### src/rtl/bfly_pkg.sv
// bfly_pkg: flit types, codes and pack helpers shared by the butterfly injection port and switch nodes
package bfly_pkg;
  localparam int FLIT_W = 18;
  localparam logic [1:0] HDR_TYPE  = 2'b11;
  localparam logic [1:0] PCK_TYPE  = 2'b10;
  localparam logic [1:0] NULL_TYPE = 2'b00;
  typedef logic [FLIT_W-1:0] flit_t;
  localparam flit_t NULL_FLIT = {NULL_TYPE, 16'h0000};
  typedef enum logic [1:0] {ST_IDLE, ST_WAIT, ST_BODY, ST_GAP} tx_state_t;
  function automatic flit_t hdr_flit(input logic [15:0] dest);
    return {HDR_TYPE, dest};
  endfunction
  function automatic flit_t pay_flit(input logic [15:0] word);
    return {PCK_TYPE, word};
  endfunction
endpackage

### src/rtl/bfly_word_fifo.sv
// bfly_word_fifo: 16-bit sync FIFO (push/wdata in, pop/rdata out, registered count), caller guarantees no overflow/underflow
module bfly_word_fifo #(
  parameter int DEPTH = 8,
  parameter int CNT_W = $clog2(DEPTH + 1),
  parameter int PTR_W = (DEPTH > 1) ? $clog2(DEPTH) : 1
) (
  input  logic             clk,
  input  logic             rst_n,
  input  logic             push,
  input  logic [15:0]      wdata,
  input  logic             pop,
  output logic [15:0]      rdata,
  output logic [CNT_W-1:0] count
);
  logic [15:0] mem_q [DEPTH];
  logic [PTR_W-1:0] wr_q, wr_d, rd_q, rd_d;
  logic [CNT_W-1:0] cnt_q, cnt_d;
  always_comb begin
    wr_d = push ? ((wr_q == PTR_W'(DEPTH - 1)) ? '0 : wr_q + 1'b1) : wr_q;
    rd_d = pop ? ((rd_q == PTR_W'(DEPTH - 1)) ? '0 : rd_q + 1'b1) : rd_q;
    cnt_d = cnt_q + CNT_W'(push) - CNT_W'(pop);
  end
  always_ff @(posedge clk or negedge rst_n)
    if (!rst_n) begin
      wr_q  <= '0;
      rd_q  <= '0;
      cnt_q <= '0;
    end else begin
      wr_q  <= wr_d;
      rd_q  <= rd_d;
      cnt_q <= cnt_d;
    end
  always_ff @(posedge clk)
    if (push) mem_q[wr_q] <= wdata;
  assign rdata = mem_q[rd_q];
  assign count = cnt_q;
endmodule

### src/rtl/bfly_inject_tx.sv
// bfly_inject_tx: serialises host command (cmd_*) plus payload words (wr_*) into header/payload/NULL flits on out_ch
module bfly_inject_tx import bfly_pkg::*; #(
  parameter int MAX_LEN = 8,
  parameter int LEN_W   = $clog2(MAX_LEN + 1)
) (
  input  logic             clk,
  input  logic             rst_n,
  input  logic             cmd_valid,
  output logic             cmd_ready,
  input  logic [15:0]      cmd_dest,
  input  logic [LEN_W-1:0] cmd_len,
  input  logic             wr_valid,
  output logic             wr_ready,
  input  logic [15:0]      wr_data,
  output logic [17:0]      out_ch,
  output logic             busy,
  output logic             pkt_done,
  output logic             err_len
);
  tx_state_t state_q, state_d;
  logic [15:0] dest_q, dest_d;
  logic [LEN_W-1:0] len_q, len_d, rem_q, rem_d;
  flit_t out_q, out_d;
  logic done_q, done_d, err_q, err_d;
  logic [LEN_W-1:0] fifo_count;
  logic [15:0] fifo_rdata;
  logic push, pop, oversize;
  assign wr_ready = fifo_count < LEN_W'(MAX_LEN);
  assign push = wr_valid && wr_ready;
  assign pop = state_q == ST_BODY;
  assign oversize = cmd_len > LEN_W'(MAX_LEN);
  bfly_word_fifo #(.DEPTH(MAX_LEN), .CNT_W(LEN_W)) u_fifo (
    .clk   (clk),
    .rst_n (rst_n),
    .push  (push),
    .wdata (wr_data),
    .pop   (pop),
    .rdata (fifo_rdata),
    .count (fifo_count)
  );
  always_comb begin
    state_d = state_q;
    dest_d  = dest_q;
    len_d   = len_q;
    rem_d   = rem_q;
    out_d   = NULL_FLIT;
    done_d  = 1'b0;
    err_d   = err_q;
    case (state_q)
      ST_IDLE: if (cmd_valid) begin
        state_d = ST_WAIT;
        dest_d  = cmd_dest;
        len_d   = oversize ? LEN_W'(MAX_LEN) : cmd_len;
        err_d   = err_q | oversize;
      end
      ST_WAIT: if (fifo_count >= len_q) begin
        out_d   = hdr_flit(dest_q);
        rem_d   = len_q;
        state_d = (len_q != '0) ? ST_BODY : ST_GAP;
      end
      ST_BODY: begin
        out_d   = pay_flit(fifo_rdata);
        rem_d   = rem_q - 1'b1;
        state_d = (rem_q == LEN_W'(1)) ? ST_GAP : ST_BODY;
      end
      default: begin
        done_d  = 1'b1;
        state_d = ST_IDLE;
      end
    endcase
  end
  always_ff @(posedge clk or negedge rst_n)
    if (!rst_n) begin
      state_q <= ST_IDLE;
      dest_q  <= '0;
      len_q   <= '0;
      rem_q   <= '0;
      out_q   <= NULL_FLIT;
      done_q  <= 1'b0;
      err_q   <= 1'b0;
    end else begin
      state_q <= state_d;
      dest_q  <= dest_d;
      len_q   <= len_d;
      rem_q   <= rem_d;
      out_q   <= out_d;
      done_q  <= done_d;
      err_q   <= err_d;
    end
  assign out_ch    = out_q;
  assign pkt_done  = done_q;
  assign err_len   = err_q;
  assign busy      = state_q != ST_IDLE;
  assign cmd_ready = state_q == ST_IDLE;
endmodule
### config.mk
export PLATFORM = sky130hd
export DESIGN_NAME = bfly_inject_tx
export DESIGN_NICKNAME = d
export VERILOG_FILES = /design/src/rtl/bfly_pkg.sv /design/src/rtl/bfly_word_fifo.sv /design/src/rtl/bfly_inject_tx.sv
export SDC_FILE = /design/constraint.sdc
export NUM_CORES = 1
export LEC_CHECK = 0
export CELL_PAD_IN_SITES_DETAIL_PLACEMENT = 1
export CELL_PAD_IN_SITES_GLOBAL_PLACEMENT = 2
export CORE_ASPECT_RATIO = 0.5
export CORE_MARGIN = 2
export CORE_UTILIZATION = 44
export DETAILED_ROUTE_END_ITERATION = 10
export PLACE_DENSITY_LB_ADDON = 0.1
export SLEW_MARGIN = 10
export SYNTH_ARGS = -nofsm -noshare
export SYNTH_HDL_FRONTEND = slang
export SYNTH_SLANG_ARGS = --single-unit
### constraint.sdc
create_clock -name clk -period 7 [get_ports clk]
set_input_delay 1.75 -clock clk [delete_from_list [all_inputs] [get_ports clk]]
set_output_delay 1.75 -clock clk [all_outputs]
set_load 0.02 [all_outputs]
### After elaboration in Yosys (flattened, before gate mapping)

Memory sizes are Yosys's and may differ from the RTL's.
Cells that the tools add are included.

| operators by class | value |
|---|---|
| add/subtract/negate cells | 5 |
| order comparisons | 3 |
| eq/ne operators | 7 |
| multiplexer cells | 15 |
| bitwise operators | 1 |
| reductions and logical operators | 9 |

Operators with widths:

| operator | number |
|---|---|
| $pmux 18 s2 | 1 |
| $mux 18 | 1 |
| $mux 4 | 2 |
| $pmux 4 s2 | 1 |
| $add 3x1->3 const B | 2 |
| $eq 3x3->1 const B | 2 |
| $mux 3 | 2 |
| $pmux 2 s3 | 1 |
| $reduce_and 2->1 | 3 |
| $mux 1 | 5 |
| $add 4x1->4 | 1 |
| $eq 4x1->1 const B | 1 |
| $ge 4x4->1 | 1 |
| $gt 4x4->1 const B | 1 |
| $lt 4x4->1 const B | 1 |
| $mux 2 | 2 |
| $ne 2x2->1 const B | 2 |
| $reduce_bool 2->1 | 2 |
| $reduce_bool 4->1 | 1 |
| $sub 4x1->4 | 1 |
| $sub 4x1->4 const B | 1 |
| $reduce_or 3->1 | 1 |
| $eq 2x1->1 const B | 1 |
| $eq 2x2->1 const B | 1 |
| 3 further kinds | 3 |

| storage, ports and cells | value |
|---|---|
| register bits | 56 |
| RAM bits | 128 |
| input port bits | 40 |
| output and inout bits | 23 |
| memories | 1 |

Memories:

| name | words | bits a word | rd ports | clocked after Yosys merged registers in | write ports | line | text |
|---|---|---|---|---|---|---|---|
| u_fifo.mem_q | 8 | 16 | 1 | 0 | 1 | bfly_word_fifo.sv:15 | `logic [15:0] mem_q [DEPTH];` |

### Depth between registers and ports, before layout

Gate-level depths: netlist (run 1).

| logic depth | value |
|---|---|
| word-level depth | 4 |
| gate-level depth with buffers | 9 |
| depth with buffers taken out | 8 |

### Cells and area by module

Synthesis (run 1) repeated with hierarchy kept, for this count alone.

| unflattened totals | value |
|---|---|
| cell total of the unflattened synthesis | 443 |
| area total of the unflattened synthesis | 7472.2 µm² |

Modules (own cells, without submodules):

| module | instances | cells an instance | area an instance (µm²) | seq. area each (µm²) |
|---|---|---|---|---|
| bfly_word_fifo | 1 | 273 | 5422.7 | 4093.9 |
| bfly_inject_tx | 1 | 170 | 2049.5 | 1151.1 |

### Worst setup path before layout (run 1)

No wires, ideal clock.

| timing path | value |
|---|---|
| path kind | input port to flip-flop |
| from | input wr_valid |
| to | memory u_fifo.mem_q[0][0], enable pin |
| library setup time | 0.430 ns |
| arrival | 3.492 ns |
| required time | 6.570 ns |
| path slack | 3.078 ns |
| stages on the path | 2 |
| buffers on the path | 0 |
| cell sequence | nand2_1 nor4_1 |

| between the ends | value |
|---|---|
| cells in the longest elaborated chain, start to end | 3 |

Ends and longest elaborated chain:

| item | line | text |
|---|---|---|
| from (decl) | bfly_inject_tx.sv:12 | `input logic wr_valid,` |
| $logic_and 1x1->1 | bfly_inject_tx.sv:29 | `assign push = wr_valid && wr_ready;` |
| $mux 1 | bfly_word_fifo.sv:34 | `if (push) mem_q[wr_q] <= wdata;` |
| $mux 1 (implied by the code) | bfly_word_fifo.sv:34 |  |
| to (decl) | bfly_word_fifo.sv:15 |  |

Every way passes these cells.

### Worst setup path in the final report (run 1)

| timing path | value |
|---|---|
| from | register state_q[0] |
| to | output busy |

| between the ends | value |
|---|---|
| cells in the longest elaborated chain, start to end | 1 |

Ends and longest elaborated chain:

| item | line | text |
|---|---|---|
| from (decl) | bfly_inject_tx.sv:20 | `tx_state_t state_q, state_d;` |
| from (signal assigned) | bfly_inject_tx.sv:82 | `state_q <= state_d;` |
| $reduce_bool 2->1 | bfly_inject_tx.sv:93 | `assign busy = state_q != ST_IDLE;` |
| to (decl) | bfly_inject_tx.sv:16 | `output logic busy,` |

Every way passes these cells.

==> metrics.md, run 1 <==
| Metric | Value |
|---|---|
| Run status | complete, no violations |
| Port buffer count | 62 |
| Chip height | 96.06 um |
| Number of antenna violations at the first check in global routing | 0 |
| TritonCTS sink count | 184 |
| DRT Pass-1 Iters | 4 |
| Htree depth | 4 |
| Hold_ws | 476.5 ps |
| GR Util met3 | 0.04192 |
| Sequential area share after synthesis | 0.7032 |
| DRT antenna net count | 0 |
| Total gr overflow | 0 |
| Peak VDD IR | 0.2132 mV |
| Post-Synth Simple-Gate Area | 0.04831 |
| TritonCTS buffer count | 17 |
| Commonest register cell after synthesis | edfxtp_1 |
| Finished Cell Area | 0.008925 mm2 |
| Final std cells w/o fill | 767 |
| Post-Synth XOR/XNOR Area | 0.003523 |
| Placed Instances | 735 |
| Worst Hold Class | reg -> reg |
| Die area | 0.01807 mm2 |
| CTS tree | yes |
| Avg Cell Area, Syn | 16.28 um2 |
| Max-slew violation count | 0 |
| Cell chain of the critical path | inv_1 > ha_1 > inv_1 > clkdlybuf4s50_1 |
| Total GRT Usage | 0.1909 |
| Die Wd | 188.1 um |
| Final min period | 3698 ps |
| Final setup violation count | 0 |
| Max cap viols | 0 |
| Starting Density | 0.4527 |
| LEAKAGE | 0.003337 uW |
| Post-synthesis mux area share | 0.1236 |
| Power Density | 406.2 mW/mm2 |
| CTS root buf | clkbuf_16 |
| Gr busiest metal | met2 |
| Via Count | 4097 |
| Most common cell after layout, fill and taps aside | edfxtp_1 |
| Clk pin slew, worst setup/hold paths | 70 ps |
| # DRC | 0 |
| First-pass GRT wire length | 24890 um |
| # diodes | 0 |
| Hold-fix buffer count after cts | 0 |
| Max Buffers Root-to-Sink | 2 |
| EDFF count, synth | 128 |
| Synth async-reset ratio | 0.3043 |
| Vias per inst | 5.342 |
| Worst-Margin Slew | 1024 ps |
| Total Power | 3625 uW |
| Crit path max fanout | 5 |
| Vias in the first global route | 4202 |
| Post-CTS Resized | 0 |
| Core Area | 0.01647 mm2 |
| Share of post-route cells with drive strength above 1 | 0.1907 |
| Clk Latency, worst-skew pair | 430 ps |
| Met1 Use GR | 0.2778 |
| # IOs | 63 |
| Synth Area in Compound Gates | 0.05754 |
| Rel. slew slack | 0.3157 |
| Largest family of logic cells by synthesized area | multiplexers |
| DR iter-0 viols | 241 |
| Synthesized cell area | 0.007458 mm2 |
| Yosys warning count | 0 |
| Syn-to-layout area delta | 19.66% |
| Largest net degree at the start of global routing | 57 |
| Post-synthesis adder-cell area fraction | 0.03456 |
| Routed wire length per instance | 20.63 um |
| Post-CTS Setup Repair Bufs | 0 |
| Setup crit start kind | flop |
| CP max stage delay | 620 ps |
| Period utilization | 0.5282 |
| #FFs+latches synth | 184 |
| RSZ-0062 raised after global routing | no |
| WS Path Type | reg -> out |
| Row count | 33 |
| Distinct cell type count after synthesis | 35 |
| RD Place Congestion | 0.7175 |
| M2 GR Usage | 0.2943 |
| CP max-delay cell | clkdlybuf4s50_1 |
| Syn Nets | 518 |
| Setup TNS | 0 ps |
| Most frequent cells in the layout | edfxtp_1, clkdlybuf4s50_1, dfrtp_1, nand2_1, mux2_2 |
| Clock Skew | 12.12 ps |
| Hpwl dp | 9550 um |
| Fin. Hold Viols | 0 |
| Cell mode on critical path | inv_1 |
| Crit. End Element | output port |
| Arrival time worst endpoint | 1950 ps |
| CP required | 5250 ps |
| Routed wire length | 15830 um |
| Fmax | 270.4 MHz |
| Final net count | 587 |
| Placement Cell Area | 0.008320 mm2 |
| Mapped Cells | 458 |
## state kept, by name, summed over array words and instances, names as in the netlist
signal,flops
err_len,1
dest_q,16
rem_q,4
len_q,4
u_fifo.mem_q,128
u_fifo.rd_q,3
u_fifo.wr_q,3
out_ch,18
u_fifo.count,4
state_q,2
pkt_done,1
## synthesized netlist by cell type, types with 7 or more instances
cell type / n / area share
o221ai_1: 16 / 0.019
mux4_2: 14 / 0.042
ha_1: 19 / 0.032
nand2_1: 49 / 0.025
mux2i_1: 16 / 0.021
nor3_1: 9 / 0.0060
dfrtp_1: 56 / 0.19
nand3_1: 7 / 0.0047
edfxtp_1: 128 / 0.52
a31oi_1: 19 / 0.016
o21ai_0: 7 / 0.0047
nor2_1: 9 / 0.0045
inv_1: 17 / 0.0086
clkbuf_1: 10 / 0.0050
mux2_2: 35 / 0.053
## path summary, 6_finish.rpt
| check | startpoint | endpoint | slack (ps) | cells after the start |
|---|---|---|---|---|
| worst max-delay path | state_q[0]$_DFFE_PN0P_ | busy | 3300 | 4 |
| worst min-delay path | dest_q[10]$_DFFE_PN0P_ | out_ch[10]$_DFF_PN0_ | 480 | 2 |
| min in group asynchronous | rst_n | out_ch[7]$_DFF_PN0_ | 1460 | 2 |
| worst min register to register | dest_q[10]$_DFFE_PN0P_ | out_ch[10]$_DFF_PN0_ | 480 | 2 |
| worst max register to register | state_q[0]$_DFFE_PN0P_ | out_ch[5]$_DFF_PN0_ | 4340 | 6 |
| max in group asynchronous | rst_n | u_fifo.rd_q[0]$_DFFE_PN0P_ | 4960 | 2 |
## layout make-up
type / count / area, um2
timing repair buffer: 73 / 698.2
sequential: 184 / 5246
inverter: 17 / 63.81
tap: 227 / 284.0
multi-input combinational: 234 / 2028
clock buffer: 17 / 425.4
fill: 1540 / 7550
clock inverter: 15 / 178.9
## logic make-up (layout without fill, tap and decap cells)
| logic type | after synthesis | in the layout |
|---|---|---|
| compound gates | 61 | 61 |
| xor+xnor | 3 | 3 |
| fa+ha+maj | 20 | 20 |
| buf+inv | 40 | 122 |
| flops | 184 | 184 |
| mux | 67 | 67 |
| simple gates | 83 | 83 |
## report_power, final
group	internal, uW	total, uW	switching, uW
Sequential	1370	1480	112
Clock	512	976	464
Combinational	502	1160	661
## layer usage
layer / routed length (um) / up-vias
met4: 100 / 0
li1: - / 1889
met2: 7139 / 91
met1: 7882 / 2107
met3: 703 / 10
met5: 0 / -
## worst max-delay path: cells and delay by family, from the launching register on
family                   cells  cell delay [ps]
adder cells (fa/ha/maj)      1              250
buffers and inverters        3              850
flip-flops                   1              430
## stage by stage
stage          worst slack [ps]    util
2_1_floorplan              3078       -
3_3_place_gp               3004  0.5051
3_5_place_dp               2888  0.5051
4_1_cts                    3268  0.5417
5_1_grt                    3204  0.5417
6_report                   3302  0.5417
(Power assumes the default switching activity.)
==> run 2: changes to the inputs <==
--- a/config.mk
+++ b/config.mk
@@ -9,7 +9,7 @@
 export CELL_PAD_IN_SITES_GLOBAL_PLACEMENT = 2
 export CORE_ASPECT_RATIO = 0.5
 export CORE_MARGIN = 2
-export CORE_UTILIZATION = 44
+export CORE_UTILIZATION = 38
 export DETAILED_ROUTE_END_ITERATION = 10
 export PLACE_DENSITY_LB_ADDON = 0.1
 export SLEW_MARGIN = 10
==> constraint.sdc (replaced) <==
create_clock -name clk -period 3.3 [get_ports clk]
set_input_delay 0.825 -clock clk [delete_from_list [all_inputs] [get_ports clk]]
set_output_delay 0.825 -clock clk [all_outputs]
set_load 0.02 [all_outputs]
==> run 2 against run 1 <==
  * Power up 120%
  * Cell count up 6.3%
  * Worst setup slack worse by 2700 ps
  * Clock power up 120%
  * Cell area up 1.4%
  * Die area up 15%
  * Clock-buffer cell count unchanged
  * Routed wire length up 6.6%
  * Via count up 1.6%
  * Critical path type unchanged
  * Largest power group unchanged
==> metrics.md, run 2 (synthesized netlist as in run 1, its figures left out) <==
| Metric | Value |
|---|---|
| Run status | complete, no violations |
| Syn-to-layout area delta | 21.39% |
| CP required | 2470 ps (-2780 ps) |
| Worst-Margin Slew | 770.9 ps (-253.0 ps) |
| Peak VDD IR | 0.3629 mV (+70%) |
| TritonCTS sink count | 184 (unchanged) |
| Port buffer count | 62 (unchanged) |
| Footprint of the multi-input gates | 0.002022 mm2 (-0.31%) |
| Htree depth | 4 (unchanged) |
| DRT antenna net count | 0 (unchanged) |
| Period utilization | 0.8311 |
| Power Density | 867.0 mW/mm2 (+110%) |
| WS Path Type | reg -> out |
| Vias per inst | 5.108 (-4.4%) |
| DRT Pass-1 Iters | 4 (unchanged) |
| Die area | 0.02083 mm2 (+15%) |
| DP Worst Slack | 559.2 ps (-2329 ps) |
| Starting Density | 0.3851 (-0.06765) |
| Largest net degree at the start of global routing | 35 (-39%) |
| Row count | 36 (+9.1%) |
| Final min period | 2743 ps |
| Clock Skew | 13.22 ps (+1.099 ps) |
| Most common cell after layout, fill and taps aside | edfxtp_1 |
| Number of antenna violations at the first check in global routing | 0 (unchanged) |
| Vias in the first global route | 4407 (+4.9%) |
| Routed wire length | 16870 um (+6.6%) |
| # diodes | 0 (unchanged) |
| Max-slew violation count | 0 (unchanged) |
| Setup crit start kind | flop |
| Clk pin slew, worst setup/hold paths | 80 ps (about the same) |
| Hpwl dp | 10830 um (+13%) |
| Rel. slew slack | 0.4860 (+0.1703) |
| Hold-fix buffer count after cts | 0 (unchanged) |
| Share of post-route cells with drive strength above 1 | 0.2022 (+0.01145) |
| Max cap viols | 0 (unchanged) |
| Max reg flops | 128 (unchanged) |
| Cell mode on critical path | inv_1 |
| Total gr overflow | 0 (unchanged) |
| TritonCTS buffer count | 17 (unchanged) |
| Final std cells w/o fill | 815 (+6.3%) |
| Total GRT Usage | 0.1735 (-0.01745) |
| Arrival time worst endpoint | 1920 ps (-30 ps) |
| Worst Hold Class | in -> async |
| Final setup violation count | 0 (unchanged) |
| Finished Cell Area | 0.009054 mm2 (+1.4%) |
| CP max stage delay | 620 ps (about the same) |
| CTS tree | yes |
| Via Count | 4163 (+1.6%) |
| RSZ-0062 raised after global routing | no |
| Clk Latency, worst-skew pair | 430 ps (about the same) |
| Crit path max fanout | 5 (unchanged) |
| Crit. End Element | output port |
| First-pass GRT wire length | 26300 um (+5.7%) |
| Placement Cell Area | 0.008443 mm2 (+1.5%) |
| Post-CTS Setup Repair Bufs | 0 (unchanged) |
| LEAKAGE | 0.003394 uW (+1.7%) |
| Placed Instances | 783 (+6.5%) |
| Final net count | 596 (+1.5%) |
| Register Area | 0.005246 mm2 (unchanged) |
| Max Buffers Root-to-Sink | 2 (unchanged) |
| Post-CTS Resized | 0 (unchanged) |
| Filler cells | 1890 (+23%) |
| Routed wire length per instance | 20.70 um (+0.33%) |
| Largest Register | u_fifo.mem_q |
| # DRC | 0 (unchanged) |
| Cell chain of the critical path | inv_1 > ha_1 > inv_1 > clkdlybuf4s50_1 |
| Chip height | 103.1 um (+7.3%) |
| Fmax | 364.6 MHz |
| RD Place Congestion | 0.7065 (-1.5%) |
| Core Area | 0.01937 mm2 (+18%) |
| CP max-delay cell | clkdlybuf4s50_1 |
| Setup TNS | 0 ps (unchanged) |
| Total Power | 7849 uW (+120%) |
| Fin. Hold Viols | 0 (unchanged) |
| Most frequent cells in the layout | edfxtp_1, clkdlybuf4s50_1, dfrtp_1, nand2_1, mux2_2 |
| # IOs | 63 (unchanged) |
| Setup ws final | 557.5 ps (-2745 ps) |
| Die Wd | 202.1 um (+7.4%) |
| CTS root buf | clkbuf_16 |
| DR iter-0 viols | 127 (-47%) |
| Crit path max-delay family | buffers and inverters |
| Bufs and invs on worst path | 3 (unchanged) |
run 2: layout make-up:
| cell class | instances | area share |
|---|---|---|
| flip-flops and latches | 184 | 0.5795 |
| multi-input cells | 234 | 0.2233 |
| repair buffers | 82 | 0.08596 |
| clock buffers | 17 | 0.04699 |
| well taps | 266 | 0.03676 |
| clock inverters | 15 | 0.02045 |
| inverters | 17 | 0.007048 |
run 2: report_power, final:
part           switching (uW)  internal [uW]
Clock                     950           1150
Combinational            1450           1120
Sequential                267           2910
run 2: stage by stage:
stage                     utilization  hold slack, ps
after CTS                      0.4674           363.5
after global routing           0.4674           373.8
after detailed placement       0.4359           461.2
after floorplan                     -           440.2
after global placement         0.4359           454.6
final                          0.4674           354.6
run 2: final timing paths:
kind                                              from                          to  slack, ps  cells after the start
max in group asynchronous                        rst_n  u_fifo.rd_q[0]$_DFFE_PN0P_       2300                      2
worst max-delay path            state_q[0]$_DFFE_PN0P_                        busy        560                      4
worst min register to register     err_len$_DFFE_PN0P_         err_len$_DFFE_PN0P_        470                      1
min in group clk                   err_len$_DFFE_PN0P_         err_len$_DFFE_PN0P_        470                      1
worst max register to register    len_q[1]$_DFFE_PN0P_         out_ch[3]$_DFF_PN0_       1070                      7
worst min-delay path                             rst_n  u_fifo.wr_q[0]$_DFFE_PN0P_        350                      1
run 2: worst reg2reg max path, stage by stage (launching register included):
cell	delay (ps)
dfrtp_1	430
inv_1	70
ha_1	280
o211ai_1	140
o21ai_2	250
and3_1	710
nand2_1	190
nand2_1	110
run 2: per-layer routing:
metal	global-route usage	wire, um	part of all wire
met5	0	0	0
met4	0.03818	99	0.0059
met3	0.05815	1102	0.065
met2	0.2686	7547	0.45
met1	0.2401	8122	0.48
